### config.mk
export PLATFORM = sky130hd
export DESIGN_NAME = bcd_game_counter
export DESIGN_NICKNAME = d
export VERILOG_FILES = /design/src/rtl/bcd_counter_pkg.sv /design/src/rtl/bcd_digit.sv /design/src/rtl/bcd_game_counter.sv
export SDC_FILE = /design/constraint.sdc
export NUM_CORES = 1
export LEC_CHECK = 0
export BUFFER_PORTS_ARGS = -buffer_cell sky130_fd_sc_hd__buf_2
export CORE_MARGIN = 4
export CORE_UTILIZATION = 60
export CTS_CLUSTER_SIZE = 40
export DETAILED_ROUTE_END_ITERATION = 12
export PLACE_DENSITY_LB_ADDON = 0.05
export SYNTH_ARGS = -nofsm -noshare
export SYNTH_HDL_FRONTEND = slang
export SYNTH_HIERARCHICAL = 1
export SYNTH_SLANG_ARGS = --single-unit
### constraint.sdc
create_clock -name clk -period 8.6 [get_ports clk]
set_input_delay 0.43 -clock clk [delete_from_list [all_inputs] [get_ports clk]]
set_output_delay 0.43 -clock clk [all_outputs]
set_load 0.05 [all_outputs]
### src/rtl/bcd_counter_pkg.sv
// Shared types and constants for the BCD game counter: FSM state encoding,
// BCD digit limit and default prescaler reloads.
package bcd_counter_pkg;

  typedef enum logic [1:0] {
    ST_IDLE   = 2'd0,
    ST_RUN    = 2'd1,
    ST_PAUSED = 2'd2,
    ST_DONE   = 2'd3
  } state_e;

  localparam logic [3:0] BCD_MAX = 4'd9;

  // Reloads for a 50 MHz clock: 1 Hz, 2 Hz, 2.5 Hz, 4 Hz.
  localparam int DEF_DIV0 = 49_999_999;
  localparam int DEF_DIV1 = 24_999_999;
  localparam int DEF_DIV2 = 19_999_999;
  localparam int DEF_DIV3 = 12_499_999;

  function automatic logic [3:0] bcd_clamp(input logic [3:0] d);
    return (d > BCD_MAX) ? BCD_MAX : d;
  endfunction

endpackage

### src/rtl/bcd_digit.sv
// One BCD digit of the game counter. Steps when the chain carry reaches it;
// carry_out flags that this digit (and every lower one) sits at its limit.
module bcd_digit
  import bcd_counter_pkg::*;
(
  input  logic       clk,
  input  logic       rst,
  input  logic       load,
  input  logic [3:0] load_val,
  input  logic       step,
  input  logic       dir,
  input  logic       carry_in,
  output logic [3:0] value,
  output logic       carry_out
);

  logic [3:0] value_q;
  logic [3:0] value_d;
  logic       at_limit;

  always_comb begin
    at_limit  = dir ? (value_q == 4'd0) : (value_q == BCD_MAX);
    carry_out = carry_in & at_limit;
    value_d   = value_q;
    if (load) begin
      value_d = bcd_clamp(load_val);
    end else if (step && carry_in) begin
      if (dir) begin
        value_d = (value_q == 4'd0) ? BCD_MAX : value_q - 4'd1;
      end else begin
        value_d = (value_q >= BCD_MAX) ? 4'd0 : value_q + 4'd1;
      end
    end
  end

  always_ff @(posedge clk or posedge rst) begin
    if (rst) begin
      value_q <= 4'd0;
    end else begin
      value_q <= value_d;
    end
  end

  assign value = value_q;

endmodule

### src/rtl/bcd_game_counter.sv
// N-digit BCD game counter with tick prescaler, speed select, up/down, pause and DONE.
// Build option: BCD_COUNTER_SAT_EN makes up mode saturate at all-9s and enter DONE.
module bcd_game_counter
  import bcd_counter_pkg::*;
#(
  parameter int               DIGITS = 2,
  parameter int               DIV_W  = 28,
  parameter logic [DIV_W-1:0] DIV0   = DIV_W'(DEF_DIV0),
  parameter logic [DIV_W-1:0] DIV1   = DIV_W'(DEF_DIV1),
  parameter logic [DIV_W-1:0] DIV2   = DIV_W'(DEF_DIV2),
  parameter logic [DIV_W-1:0] DIV3   = DIV_W'(DEF_DIV3)
) (
  input  logic                clk,
  input  logic                reset,
  input  logic                start,
  input  logic                pause,
  input  logic                clear,
  input  logic                mode,
  input  logic [1:0]          speed,
  input  logic [4*DIGITS-1:0] load_val,
  output logic [4*DIGITS-1:0] count,
  output logic                tick,
  output logic                running,
  output logic                done
);

  state_e           state_q, state_d;
  logic [DIV_W-1:0] presc_q, presc_d;
  logic             tick_q, tick_d;
  logic             done_q, done_d;
  logic             running_q, running_d;
  logic [DIV_W-1:0] div_sel;
  logic             load;
  logic             step;
  logic             at_end;
  logic [DIGITS:0]  carry;

  assign carry[0] = 1'b1;

  for (genvar i = 0; i < DIGITS; i++) begin : g_digit
    bcd_digit u_digit (
      .clk       (clk),
      .rst       (reset),
      .load      (load),
      .load_val  (load_val[4*i +: 4]),
      .step      (step),
      .dir       (mode),
      .carry_in  (carry[i]),
      .value     (count[4*i +: 4]),
      .carry_out (carry[i+1])
    );
  end

  // carry[DIGITS] means every digit sits at its limit for the current direction.
`ifdef BCD_COUNTER_SAT_EN
  assign at_end = carry[DIGITS];
`else
  assign at_end = mode & carry[DIGITS];
`endif

  always_comb begin
    case (speed)
      2'd0:    div_sel = DIV0;
      2'd1:    div_sel = DIV1;
      2'd2:    div_sel = DIV2;
      default: div_sel = DIV3;
    endcase
  end

  always_comb begin
    state_d = state_q;
    presc_d = presc_q;
    tick_d  = 1'b0;
    done_d  = done_q;
    load    = 1'b0;
    step    = 1'b0;
    if (clear) begin
      load    = 1'b1;
      presc_d = '0;
      state_d = ST_IDLE;
      done_d  = 1'b0;
    end else begin
      case (state_q)
        ST_IDLE: begin
          if (start && !pause) begin
            state_d = ST_RUN;
            presc_d = div_sel;
          end
        end
        // Releasing pause counts as a normal RUN edge, so the remainder resumes seamlessly.
        ST_RUN, ST_PAUSED: begin
          if (pause) begin
            state_d = ST_PAUSED;
          end else begin
            state_d = ST_RUN;
            if (presc_q == '0) begin
              presc_d = div_sel;
              tick_d  = 1'b1;
              if (at_end) begin
                state_d = ST_DONE;
                done_d  = 1'b1;
                presc_d = '0;
              end else begin
                step = 1'b1;
              end
            end else begin
              presc_d = presc_q - DIV_W'(1);
            end
          end
        end
        ST_DONE: begin
          presc_d = '0;
        end
        default: begin
          state_d = ST_IDLE;
        end
      endcase
    end
    running_d = (state_d == ST_RUN);
  end

  always_ff @(posedge clk or posedge reset) begin
    if (reset) begin
      state_q   <= ST_IDLE;
      presc_q   <= '0;
      tick_q    <= 1'b0;
      done_q    <= 1'b0;
      running_q <= 1'b0;
    end else begin
      state_q   <= state_d;
      presc_q   <= presc_d;
      tick_q    <= tick_d;
      done_q    <= done_d;
      running_q <= running_d;
    end
  end

  assign tick    = tick_q;
  assign done    = done_q;
  assign running = running_q;

endmodule
== After elaboration in Yosys (flattened, before gate mapping) ==
Cells that the tools add are included.

* Add/sub/neg operators: 5
* Magnitude comparators: 4
* Equal/unequal tests: 11
* Multiplexer cells: 42
* Bitwise operators: 2
* Reductions and logical operators: 16

{| class="wikitable"
|+ Operator list
! kind !! count
|-
| $mux W28 || 5
|-
| $pmux W28 S3 || 1
|-
| $pmux W26 S3 || 1
|-
| $mux W4 || 12
|-
| $logic_not A28 Y1 || 1
|-
| $sub A28 B1 Y28 const B || 1
|-
| $mux W1 || 17
|-
| $mux W2 || 5
|-
| $reduce_bool A2 Y1 || 5
|-
| $add A4 B1 Y4 const B || 2
|-
| $eq A4 B4 Y1 const B || 2
|-
| $ge A4 B4 Y1 const B || 2
|-
| $gt A4 B4 Y1 const B || 2
|-
| $logic_not A4 Y1 || 2
|-
| $sub A4 B1 Y4 const B || 2
|-
| $eq A2 B1 Y1 const B || 3
|-
| $eq A2 B2 Y1 const B || 3
|-
| $ne A3 B3 Y1 const B || 2
|-
| $logic_not A2 Y1 || 2
|-
| $pmux W2 S2 || 1
|-
| $reduce_and A4 Y1 || 1
|-
| $and A1 B1 Y1 || 2
|-
| $logic_and A1 B1 Y1 || 2
|-
| $ne A2 B1 Y1 const B || 1
|-
| 3 further kinds || 3
|}

* Register bits after elaboration: 41
* Input port bits: 16
* Output and inout bits: 11

== Depth between registers and ports, before layout ==
* Depth after elaboration: 12
* Mapped depth: 14

== Hierarchy ==
Netlist, hierarchy kept.

{| class="wikitable"
|+ By module, submodules not included
! module !! instances !! cells an instance !! area each (µm²) !! seq. area each (µm²)
|-
| bcd_game_counter || 1 || 292 || 2421.1 || 825.8
|-
| bcd_digit || 2 || 58 || 469.2 || 100.1
|}

== Least setup slack after synthesis ==
No wires, ideal clock.

* Path kind: reg2reg
* From: register presc_q[6]
* To: register g_digit[0].u_digit.value_q[3]
* Arrival time: 3.020 ns
* Required time: 8.476 ns
* Slack: 5.456 ns
* Stages on the path, launching flop included: 12
* Buffers on the path: 2
* Clock period less this slack: 3.144 ns
* Path through: dfrtp_1 or4_1 buf_2 or4_4 buf_6 nor2_1 nand3_1 nor2_1 nand2_1 and3b_1 a21oi_1 o21ai_1

* Word-level cells in the longest chain between the ends: 6

{| class="wikitable"
|+ Ends and longest elaborated chain
! element !! RTL line !! RTL
|-
| start: declaration || bcd_game_counter.sv:28 || <nowiki>logic [DIV_W-1:0] presc_q, presc_d;</nowiki>
|-
| start signal: assignment || bcd_game_counter.sv:131 || <nowiki>presc_q <= presc_d;</nowiki>
|-
| $logic_not A28 Y1 || bcd_game_counter.sv:96 || <nowiki>if (presc_q == '0) begin</nowiki>
|-
| $mux W1 || bcd_game_counter.sv:96 ||
|-
| $mux W1 || bcd_game_counter.sv:92 || <nowiki>if (pause) begin</nowiki>
|-
| $mux W1 || bcd_game_counter.sv:83 || <nowiki>case (state_q)</nowiki>
|-
| $mux W1 || bcd_game_counter.sv:77 || <nowiki>if (clear) begin</nowiki>
|-
| net step || bcd_game_counter.sv:34 || <nowiki>logic step;</nowiki>
|-
| $reduce_bool A2 Y1 (no source line) || -- ||
|-
| end signal: assignment || bcd_digit.sv:40 || <nowiki>value_q <= value_d;</nowiki>
|-
| end: declaration || bcd_digit.sv:17 || <nowiki>logic [3:0] value_q;</nowiki>
|}

The timed path passes the listed nets, and every way through them passes these cells.
A chain may end at the register's enable or synchronous reset.

== Worst setup path after layout ==
* From: register presc_q[6]
* To: register g_digit[1].u_digit.value_q[3]

* Word-level cells in the longest chain between the ends: 7

{| class="wikitable"
|+ Ends and longest elaborated chain
! element !! RTL line !! RTL
|-
| $logic_not A28 Y1 || bcd_game_counter.sv:96 ||
|-
| $mux W1 || bcd_game_counter.sv:96 ||
|-
| $mux W1 || bcd_game_counter.sv:92 ||
|-
| $mux W1 || bcd_game_counter.sv:83 ||
|-
| $mux W1 || bcd_game_counter.sv:77 ||
|-
| net step || bcd_game_counter.sv:34 ||
|-
| $logic_and A1 B1 Y1 || bcd_digit.sv:27 || <nowiki>end else if (step && carry_in) begin</nowiki>
|-
| $reduce_bool A2 Y1 (no source line) || -- ||
|-
| end signal: assignment || bcd_digit.sv:40 ||
|-
| end: declaration || bcd_digit.sv:17 ||
|}

The timed path passes the listed nets, and every way through them passes these cells.

==> run metrics <==
status=completed; HP Class=in -> async; antenna violations before repair=0; Syn. warnings=6; fin. max-slew vios=0; number of buffers added for setup after CTS=0; Synth cell types=between 60 and 70; IO Pins=27; fin cells=500; Critical Path RT=8.78 ns; Combinational Power Share=about 43%; Setup Total Neg Slack=0 ns; critical path arrival=3.69 ns; Synth Flop Type=dfrtp_1; Crit-path slowest cell=or4_1; WP buf/inv=0; Switching Share=between 40% and 50%; Synth Area in Compound Gates=~29%; main area contributors after synthesis=dfrtp_1 31%, ha_1 6.7%, o21ai_0 6.0%; Tmin final=around 3.5 ns; GP Congestion=between 0.9 and 1; Seq/Total Area, Yosys=30.54%; post-synthesis mux area share=less than 1%; synthesized-area fraction occupied by and/or/nand/nor cells=about a quarter; placed cells=a little under 500; Initial DRC Count=between 300 and 400; area growth from synthesis to layout=6.592%; vias per cell=between 6 and 7; share of cells above drive strength 1=12.56%; worst setup path category=reg -> reg; wire per inst=17.46 um; remaining global-route overflow=0; H-tree depth=2; Post-Synthesis Cells=408; global-route wire length before repair=14900 um; die width=82.83 um; synthesized flop and latch total=41; Psw=between 200 and 300 uW; commonest cells after routing, fill and taps aside=41 x dfrtp_1, 40 x o21ai_0, 37 x nor2_1; CP Max Fanout=14; maximum clock path buffer count=2; Post-Syn Area=approximately 3400 um^2; max incr delay on CP=between 0.6 and 0.7 ns; CTS tree=done; pwr dens=about 180 nW/um^2; synthesized area per cell=a little over 8 um^2; clock sinks=slightly above 40; asr flop ratio synth=100.0%; Detail Placement HPWL=6373 um; final worst path period share=between 40% and 50%; Initial DRT Pass Iterations=5; full die area=slightly below 7000 um^2; CP endpoint kind=register; maxcap violations=0; maximum VDD drop=0.00008736 V; Post-synth EDFFs=0; Antenna Cells=0; die height=between 80 and 90 um; Worst-path clk slew=0.08 ns; Max-Slew Margin vs Limit=between 30% and 40%; commonest non-fill, non-tap cell in the layout=dfrtp_1; CTS resizes=0; post-synth top area share=just over 30%; Core ar.=roughly 5300 um^2; main combinational cell family by area after synthesis=compound AO/OA/AOI/OAI gates; IO Port Bufs=26; post-synthesis xor/xnor area fraction=1.564%; CP top delay family=simple AND/OR/NAND/NOR gates; Synth area leader=dfrtp_1; CTS Root Cell=clkbuf_8; adder-cell share of the synthesized area=~6.7%; worst-skew pair later-pin latency=0.29 ns; # nets final=463; CTS Buf Count=5; largest net degree at the start of global routing=34; CTS Hold Buffers Added=0; RSZ-0062 raised after global routing=no; CP startpoint kind=register; DRC=0; vias in the first global route=between 3000 and 4000; Hold Fails Final Rpt=0; fmax=between 200 and 300 MHz; leak pwr=around 1.6 nW; cells along the critical path=or4_1, or4_4, nor2_1, nand3_1, nor2_1, nand2_1, and3b_1, a21oi_1, o21ai_1; Slew @ Worst Pin=about 0.95 ns; most frequent cell on the critical path=nor2_1; Antenna Violating Nets Remaining=0; via count=3295; internal power=371.5 uW; GRT Total Usage=25.59%; num rows=26; clock share of power=19.1%; final setup fails=0; Routed Wire Length=a little under 9000 um; Clock Skews=~0.013 ns; starting density of the core=between 60% and 70%; number of fill cells=approximately 460; Flop pwr share=between 30% and 40%
[cell usage after synthesis (5+ instances only)]
cell type	count
or3_1	5
o31ai_1	7
or4_1	5
nor2_1	37
xnor2_1	5
o21ai_1	10
nand2b_1	6
nand3_1	11
o21ai_0	40
a31oi_1	7
and3_1	7
a21oi_1	18
ha_1	18
clkbuf_1	6
dfrtp_1	41
nor4_1	7
inv_1	22
a22o_1	8
nor3_1	18
nand2_1	35
nand3b_1	5
[sequential cells by signal, summed over array words and instances (netlist names)]
name / flops
presc_q: 28
tick: 1
g_digit.u_digit/value: 8
running: 1
state_q: 2
done: 1
[metal layers]
metal | up-vias | part of all wire, % | GRT usage [%] | wire length (um)
met5 | - | 0 | 0 | 0
met4 | 0 | 2.4 | 9.658 | 210
met3 | 21 | 6.3 | 3.069 | 551
met2 | 162 | 48 | 42.78 | 4223
met1 | 1540 | 43 | 33.88 | 3745
li1 | 1572 | - | - | -
[final cells by class]
class	instances	area (um^2)	area share (%)
clock buffer	8	80.08	2.236
inverter	24	90.09	2.516
timing repair buffer	29	152.6	4.263
tap	70	87.58	2.446
multi-input combinational	328	2145	59.89
sequential	41	1026	28.65
[power by group through the flow]
stage | sequential [mW] | clock [mW] | combinational [mW]
2_1_floorplan | 0.257 | 0 | 0.210
3_3_place_gp | 0.251 | 0 | 0.271
3_5_place_dp | 0.252 | 0 | 0.274
4_1_cts | 0.249 | 0.125 | 0.275
5_1_grt | 0.255 | 0.135 | 0.309
6_report | 0.250 | 0.125 | 0.281
[cell families after synthesis]
kind of cell | Yosys count
other | 1
adder cells (fa/ha/maj) | 18
AND/OR/NAND/NOR | 159
XOR/XNOR | 6
multiplexers | 1
buffers and inverters | 42
flip-flops | 41
AO/OA/AOI/OAI | 140
[per-stage QoR]
stage	worst slack, ns	power, mW	area, um^2	hold WS, ns	utilization, %
after floorplan	5.456	0.4670	3371	0.1961	-
after global placement	5.217	0.5219	3501	0.3403	66.43
after detailed placement	5.142	0.5267	3501	0.3404	66.43
after CTS	5.130	0.6495	3581	0.03011	67.95
after global routing	4.889	0.7001	3581	0.04287	67.95
final	5.086	0.6565	3581	0.02943	67.95
[path summary, 6_finish.rpt]
kind	start	to	slack [ns]	cells past startpoint
setup reg to reg	presc_q[6]	g_digit[1].u_digit/value[3]	5.09	9
hold reg to reg	done	done	0.53	1
setup / recovery	presc_q[6]	g_digit[1].u_digit/value[3]	5.09	9
hold / removal	reset	g_digit[1].u_digit/value[2]	0.03	2
min in group clk	load_val[3]	g_digit[0].u_digit/value[3]	0.41	3
max in group asynchronous	reset	presc_q[6]	8.04	3
No activity file was read; power rests on OpenSTA's default activity.
